--- src/rtl/range_detect_frame_scheduler.sv ---
// Frame gate in front of the matched-filter range detector.
// Admits one paired ADC/DAC frame at a time and delivers exactly FFT_LEN
// beats downstream: short frames are zero-padded and long frames truncated.
// It then waits for the detector result or a timeout before admitting the
// next frame. Status counters saturate at all-ones.
module range_detect_frame_scheduler #(
  parameter int unsigned FFT_LEN        = 4096,
  parameter int unsigned TIMEOUT_CYCLES = 65536,
  parameter int unsigned CNT_WIDTH      = 32
) (
  input  logic                 aclk,
  input  logic                 areset,
  input  logic                 enable,
  input  logic [31:0]          s_adc_tdata,
  input  logic [31:0]          s_dac_tdata,
  input  logic                 s_tvalid,
  input  logic                 s_tlast,
  input  logic                 s_first,
  output logic                 s_tready,
  output logic [31:0]          m_adc_tdata,
  output logic [31:0]          m_dac_tdata,
  output logic                 m_tvalid,
  output logic                 m_tlast,
  output logic                 m_first,
  input  logic                 m_tready,
  input  logic                 result_tvalid,
  input  logic                 result_tready,
  output logic                 busy,
  output logic [2:0]           state,
  output logic [CNT_WIDTH-1:0] frames_forwarded,
  output logic [CNT_WIDTH-1:0] frames_dropped,
  output logic [CNT_WIDTH-1:0] frames_padded,
  output logic [CNT_WIDTH-1:0] frames_truncated,
  output logic [CNT_WIDTH-1:0] timeouts,
  output logic [CNT_WIDTH-1:0] results
);

  localparam int unsigned CW = $clog2(FFT_LEN);
  localparam int unsigned TW = (TIMEOUT_CYCLES > 1) ? $clog2(TIMEOUT_CYCLES) : 1;
  localparam logic [CW-1:0] BEAT_LAST = CW'(FFT_LEN - 1);
  localparam logic [TW-1:0] TMO_LAST  = TW'(TIMEOUT_CYCLES - 1);

  typedef enum logic [2:0] {
    IDLE        = 3'd0,
    FORWARD     = 3'd1,
    PAD         = 3'd2,
    TRUNC       = 3'd3,
    WAIT_RESULT = 3'd4
  } state_t;

  state_t                state_q, state_d;
  logic [CW-1:0]         cnt_q, cnt_d;
  logic [TW-1:0]         tmo_q, tmo_d;
  logic [CNT_WIDTH-1:0]  fwd_q, fwd_d, drop_q, drop_d, pad_q, pad_d;
  logic [CNT_WIDTH-1:0]  trunc_q, trunc_d, tmo_cnt_q, tmo_cnt_d, res_q, res_d;
  logic                  s_acc, m_acc, res_hs, drop_hit;

  function automatic logic [CNT_WIDTH-1:0] sat_inc(input logic [CNT_WIDTH-1:0] v);
    return (&v) ? v : v + CNT_WIDTH'(1);
  endfunction

  // Zero-latency datapath and handshake steering per state; quiet during reset
  always_comb begin
    m_adc_tdata = '0;
    m_dac_tdata = '0;
    m_tvalid    = 1'b0;
    m_tlast     = 1'b0;
    m_first     = 1'b0;
    s_tready    = 1'b0;
    if (!areset) begin
      case (state_q)
        IDLE: begin
          if (enable && s_tvalid && s_first) begin
            m_adc_tdata = s_adc_tdata;
            m_dac_tdata = s_dac_tdata;
            m_tvalid    = 1'b1;
            m_first     = 1'b1;
            s_tready    = m_tready;
          end else begin
            s_tready = 1'b1;
          end
        end
        FORWARD: begin
          m_adc_tdata = s_adc_tdata;
          m_dac_tdata = s_dac_tdata;
          m_tvalid    = s_tvalid;
          m_tlast     = (cnt_q == BEAT_LAST);
          s_tready    = m_tready;
        end
        PAD: begin
          m_tvalid = 1'b1;
          m_tlast  = (cnt_q == BEAT_LAST);
        end
        TRUNC, WAIT_RESULT: s_tready = 1'b1;
        default: ;
      endcase
    end
  end

  assign s_acc    = s_tvalid & s_tready;
  assign m_acc    = m_tvalid & m_tready;
  assign res_hs   = result_tvalid & result_tready;
  assign drop_hit = s_acc & s_first & enable;

  // Next-state, beat/timeout counters and status counter updates
  always_comb begin
    state_d   = state_q;
    cnt_d     = cnt_q;
    tmo_d     = tmo_q;
    fwd_d     = fwd_q;
    drop_d    = drop_q;
    pad_d     = pad_q;
    trunc_d   = trunc_q;
    tmo_cnt_d = tmo_cnt_q;
    res_d     = res_q;
    case (state_q)
      IDLE: begin
        // m_first is only raised for an admissible first beat, so m_acc implies s_acc
        if (m_acc && m_first) begin
          cnt_d = CW'(1);
          if (s_tlast) begin
            state_d = PAD;
            pad_d   = sat_inc(pad_q);
          end else begin
            state_d = FORWARD;
          end
        end
      end
      FORWARD: begin
        if (s_acc) begin
          cnt_d = cnt_q + CW'(1);
          if (cnt_q == BEAT_LAST) begin
            fwd_d = sat_inc(fwd_q);
            tmo_d = '0;
            if (s_tlast) begin
              state_d = WAIT_RESULT;
            end else begin
              state_d = TRUNC;
              trunc_d = sat_inc(trunc_q);
            end
          end else if (s_tlast) begin
            state_d = PAD;
            pad_d   = sat_inc(pad_q);
          end
        end
      end
      PAD: begin
        if (m_acc) begin
          cnt_d = cnt_q + CW'(1);
          if (cnt_q == BEAT_LAST) begin
            state_d = WAIT_RESULT;
            fwd_d   = sat_inc(fwd_q);
            tmo_d   = '0;
          end
        end
      end
      TRUNC: begin
        if (drop_hit) drop_d = sat_inc(drop_q);
        if (s_acc && s_tlast) begin
          state_d = WAIT_RESULT;
          tmo_d   = '0;
        end
      end
      WAIT_RESULT: begin
        if (drop_hit) drop_d = sat_inc(drop_q);
        if (res_hs) begin
          state_d = IDLE;
          res_d   = sat_inc(res_q);
          tmo_d   = '0;
          cnt_d   = '0;
        end else if (tmo_q == TMO_LAST) begin
          state_d   = IDLE;
          tmo_cnt_d = sat_inc(tmo_cnt_q);
          tmo_d     = '0;
          cnt_d     = '0;
        end else begin
          tmo_d = tmo_q + TW'(1);
        end
      end
      default: state_d = IDLE;
    endcase
  end

  // State and counter registers
  always_ff @(posedge aclk or posedge areset) begin
    if (areset) begin
      state_q   <= IDLE;
      cnt_q     <= '0;
      tmo_q     <= '0;
      fwd_q     <= '0;
      drop_q    <= '0;
      pad_q     <= '0;
      trunc_q   <= '0;
      tmo_cnt_q <= '0;
      res_q     <= '0;
    end else begin
      state_q   <= state_d;
      cnt_q     <= cnt_d;
      tmo_q     <= tmo_d;
      fwd_q     <= fwd_d;
      drop_q    <= drop_d;
      pad_q     <= pad_d;
      trunc_q   <= trunc_d;
      tmo_cnt_q <= tmo_cnt_d;
      res_q     <= res_d;
    end
  end

  assign busy             = (state_q != IDLE);
  assign state            = state_q;
  assign frames_forwarded = fwd_q;
  assign frames_dropped   = drop_q;
  assign frames_padded    = pad_q;
  assign frames_truncated = trunc_q;
  assign timeouts         = tmo_cnt_q;
  assign results          = res_q;

endmodule
--- config.mk ---
export PLATFORM = sky130hd
export DESIGN_NAME = range_detect_frame_scheduler
export DESIGN_NICKNAME = d
export VERILOG_FILES = /design/src/rtl/range_detect_frame_scheduler.sv
export SDC_FILE = /design/constraint.sdc
export NUM_CORES = 1
export LEC_CHECK = 0
export CAP_MARGIN = 25
export CORE_ASPECT_RATIO = 0.75
export CORE_UTILIZATION = 40
export CTS_CLUSTER_DIAMETER = 30
export CTS_CLUSTER_SIZE = 14
export DETAILED_ROUTE_END_ITERATION = 16
export PLACE_DENSITY = 0.81
export SLEW_MARGIN = 15
export SYNTH_ARGS = -nofsm -noshare
export SYNTH_HDL_FRONTEND = slang
export SYNTH_SLANG_ARGS = --single-unit
--- constraint.sdc ---
create_clock -name aclk -period 12.03 [get_ports aclk]
set_input_delay 2.406 -clock aclk [delete_from_list [all_inputs] [get_ports aclk]]
set_output_delay 2.406 -clock aclk [all_outputs]
set_load 0.02 [all_outputs]
-- Yosys cells after proc, flatten, opt, wreduce, memory -nomap -nowiden
Index checks and enable logic that the tools add are counted.
- $add $sub $neg: 8
- eq/ne operators: 14
- mux-type cells: 52
- bitwise logic cells: 11
- reductions and logical operators: 27
- operators with widths (kind ; number):
    32-bit two-way mux ; 13
    32-bit case mux with 2 select lines ; 4
    32-bit by 1-bit adder with 32-bit output (second input constant) ; 6
    32-bit AND reduction ; 6
    16-bit two-way mux ; 6
    16-bit case mux with 4 select lines ; 1
    12-bit two-way mux ; 5
    12-bit case mux with 4 select lines ; 1
    3-bit two-way mux ; 10
    16-bit by 1-bit adder with 16-bit output (second input constant) ; 1
    16-bit equality test (second input constant) ; 1
    3-bit case mux with 5 select lines ; 1
    12-bit by 1-bit adder with 12-bit output (second input constant) ; 1
    12-bit equality test (second input constant) ; 1
    2-bit != test (second input constant) ; 6
    4-bit AND reduction ; 3
    5-bit AND reduction ; 2
    3-bit AND reduction ; 3
    1-bit two-way mux ; 8
    4-bit nonzero test ; 2
    7-bit AND reduction ; 1
    3-bit by 2-bit equality test with 1-bit output (second input constant) ; 2
    3-bit != test (second input constant) ; 2
    1-bit NOT ; 6
    other kinds (10) ; 20
- bits in registers: 223
- input bits: 73
- output and inout bits: 264
- logic and storage cells: 121

-- Depth between registers and ports, before layout
- depth after elaboration: 9
- gate-level depth with buffers: 8
- gate-level depth less buffers: 6

-- Least setup slack after synthesis
No wires, ideal clock.
- kind: in2out
- start: in areset
- end: out m_tlast
- arrival: 7.986 ns
- required time: 9.624 ns
- setup slack: 1.638 ns
- cell stages on the path: 3
- buffers on the path: 1
- path through: clkbuf_1 inv_1 and3_1
- longest elaborated chain between the ends: 1
- ends and longest elaborated chain (item ; line ; source):
    start, declared ; 12 ; input logic areset,
    1-bit two-way mux ; 70 ; if (!areset) begin
    end, declared ; 23 ; output logic m_tlast,
Every way passes these cells.

-- Worst setup path after layout
- start: in s_tvalid
- end: out m_dac_tdata[14]
- longest elaborated chain between the ends: 5
- ends and longest elaborated chain (item ; line ; source):
    start, declared ; 16 ; input logic s_tvalid,
    1-bit logical AND (2 in series) ; 73 ; if (enable && s_tvalid && s_first) begin
    32-bit two-way mux ; 73 ;
    32-bit case mux with 2 select lines ; 71 ; case (state_q)
    32-bit two-way mux ; 70 ;
    end, declared ; 21 ; output logic [31:0] m_dac_tdata,
Every way passes these cells.

==> flow_summary.yaml <==
outcome:
  status: "finished, final reports clean"
layout:
  drive_gt1_frac: 0.0835
  nets: 1618
  nFillCells: 2417
  final_cell_area_mm2: 0.0172
  syn_to_final_growth_pct: 43.0
grt:
  grt_max_degree: 87
  grt-ovfl-total: 0
  grt_pass1_vias: 10400
  grt_pass1_wl_mm: 57.5
  antenna_found_initial: 4
  grtUsageTotal: 0.233
sta:
  finalWorstPathRequiredPeriod_ns: 7.25
  final_max_slew_viol_count: 0
  tightest_slew_ns: 0.919
  max_freq_mhz: 138
  slew_headroom: 0.388
  final_hold_viol_count: 0
  tns_ns: 0
  setup_violations: 0
  post-route-period-util: 0.602
  skew_ns: 0.0292
  rsz0062_at_grt: "no"
clock_tree:
  clockBufferDepth: 3
  clock-root-buffer: "clkbuf_16"
  postCtsResizedCells: 0
  cts.sinks: 223
  cts_hold_buf: 0
  postCtsSetupBuffers: 0
  cts_tree: "yes"
  cts_buffers: 41
  htreeDepth: 2
  clkLatencyLatePin_ns: 0.53
  clk_pin_slew_ns: 0.04
setup_path:
  critical_path_required_ns: 9.62
  path_max_fanout: 64
  endpoint_kind: "output pin"
  startpoint_type: "input port"
  critPathKind: "input port to output pin"
  critPathArrivalTime_ns: 4.84
die:
  die_h_um: 152
  die_area_mm2: 0.0307
  io_pins: 337
  start_util: 0.410
  die_w_um: 202
  rows: 54
  core-area_mm2: 0.0293
detailed_routing:
  num_vias: 10700
  wl_met3_mm: 2.57
  wire_per_inst_um: 18.3
  route.detailed.drc: 0
  ant_nets: 0
  top_layer: "met5"
  drt_iter0_drc: 716
  wl_met2_mm: 16.7
  drt_first_pass_iters: 5
  routed_via_density: 5.46
  wl_mm: 35.9
  met1_length_mm: 15.5
synth:
  ys.flop_type: "dfrtp_1"
  ys_async_sr_fraction: 1.00
  synthCells: 1187
  synth_edf_count: 0
  synth_seq_cells: 223
  synthesis.area_mm2: 0.0120
  avgSynthCellArea_um2: 10.1
  synth_nets: 1268
  netlist-cell-type-count: 81
  ys_seq_area_frac: 0.465
  yosysWarnings: 0
placement:
  dpl.hpwl_mm: 25.8
  dpl-instance-area_mm2: 0.0158
  place_congestion: 0.916
  io_buffers: 336
power:
  leakagePower_nw: 7.51
  pwr_density_cell_mw_per_mm2: 136
  power_w: 0.00233
  vdd_ir_drop_max_uv: 86.7
hold_path:
  worstHoldPathType: "flop to flop"
flow_run:
  drv_cap: 0
==> cell type report <==
cell class / count / area [µm²] / share of cell area
antenna: 2 / 5.00 / 0.000292
timing repair buffer: 346 / 3440 / 0.201
clock inverter: 18 / 175 / 0.0102
clock buffer: 57 / 1220 / 0.0710
inverter: 18 / 75.1 / 0.00438
tap: 392 / 490 / 0.0286
multi-input combinational: 907 / 6170 / 0.360
sequential: 223 / 5580 / 0.325
==> layer usage <==
| metal | track usage | vias up |
|---|---|---|
| met5 | 0 | - |
| met3 | 0.0551 | 52 |
| met2 | 0.360 | 419 |
| li1 | - | 5035 |
| met4 | 0.0952 | 4 |
| met1 | 0.312 | 5215 |
==> cell usage in the layout (no fill, tap or decap), types with 26 or more instances in the layout <==
cell type,netlist,routed
and2_1,79,79
and3_1,48,48
and4_1,32,32
clkbuf_16,0,43
clkdlybuf4s50_1,0,336
dfrtp_1,223,223
nand2_1,84,84
nand3_1,79,79
nand4_1,71,71
nor2_1,49,49
nor3_1,70,70
nor4_1,26,26
xnor2_1,80,80
xor2_1,103,103
==> sequential cells by signal (all words and copies together), names as in the netlist <==
name              flops
frames_padded        32
tmo_q                16
results              32
frames_forwarded     32
frames_dropped       32
timeouts             32
state                 3
frames_truncated     32
cnt_q                12
==> cells in the mapped netlist, drive strengths merged (8+ instances only) <==
master    n  area share
dfrtp   223        0.47
xor2    103       0.075
nand2    85       0.027
xnor2    81       0.060
and2     80       0.042
nand3    79       0.033
nand4    75       0.041
nor3     74       0.033
and3     49       0.026
nor2     49       0.015
and4     33       0.024
nor4     32       0.021
o21ai    22      0.0092
clkbuf   21      0.0066
a31oi    18      0.0099
buf      18       0.010
inv      18      0.0056
a21oi    17      0.0080
nor4b    10      0.0099
nor3b     9      0.0065
ha        8      0.0083
==> path summary, 6_finish.rpt <==
check                                       from                         endpoint  slack [ns]  depth (start not counted)
setup reg to reg            state[1]$_DFFE_PP0P_  frames_truncated[1]$_DFFE_PP0P_        9.10                          4
hold / removal             cnt_q[11]$_DFFE_PP0P_            cnt_q[11]$_DFFE_PP0P_        0.47                          1
hold reg to reg            cnt_q[11]$_DFFE_PP0P_            cnt_q[11]$_DFFE_PP0P_        0.47                          1
min in group asynchronous                 areset             state[1]$_DFFE_PP0P_        2.64                          2
setup / recovery                        s_tvalid                  m_dac_tdata[14]        4.78                          6
max in group asynchronous                 areset   frames_dropped[31]$_DFFE_PP0P_        8.00                          3
==> worst max-delay path, cell delays in order <==
cell and delay [ns]:
clkdlybuf4s50_1 0.60, nand3_1 0.18, a2111oi_4 0.36, buf_4 0.44
and2_1 0.20, clkdlybuf4s50_1 0.62
==> report_power, final <==
group | switching, W | total [W] | internal [W] | leakage, nW
Sequential | 0.0000513 | 0.000834 | 0.000783 | 3.04
Combinational | 0.000197 | 0.000358 | 0.000161 | 3.78
Clock | 0.000391 | 0.00114 | 0.000752 | 0.688
==> stage by stage <==
step | std cells | hold slack, ns | worst slack [ns] | util
after floorplan | 1187 | 0.443 | 1.64 | -
after global placement | 1884 | 0.471 | 4.92 | 0.538
after detailed placement | 1885 | 0.468 | 4.81 | 0.538
after CTS | 1960 | 0.473 | 4.79 | 0.586
after global routing | 1962 | 0.479 | 4.63 | 0.586
final | 1963 | 0.470 | 4.78 | 0.586
==> logic make-up after synthesis <==
kind of cell / count (synthesis) / share of synthesized area
xor+xnor: 184 / 0.135
simple gates: 611 / 0.302
fa+ha+maj: 8 / 0.00834
flops: 223 / 0.465
compound gates: 95 / 0.0589
buf+inv: 57 / 0.0222
mux: 9 / 0.00824
Note: power is estimated with default switching activity, not from simulation.
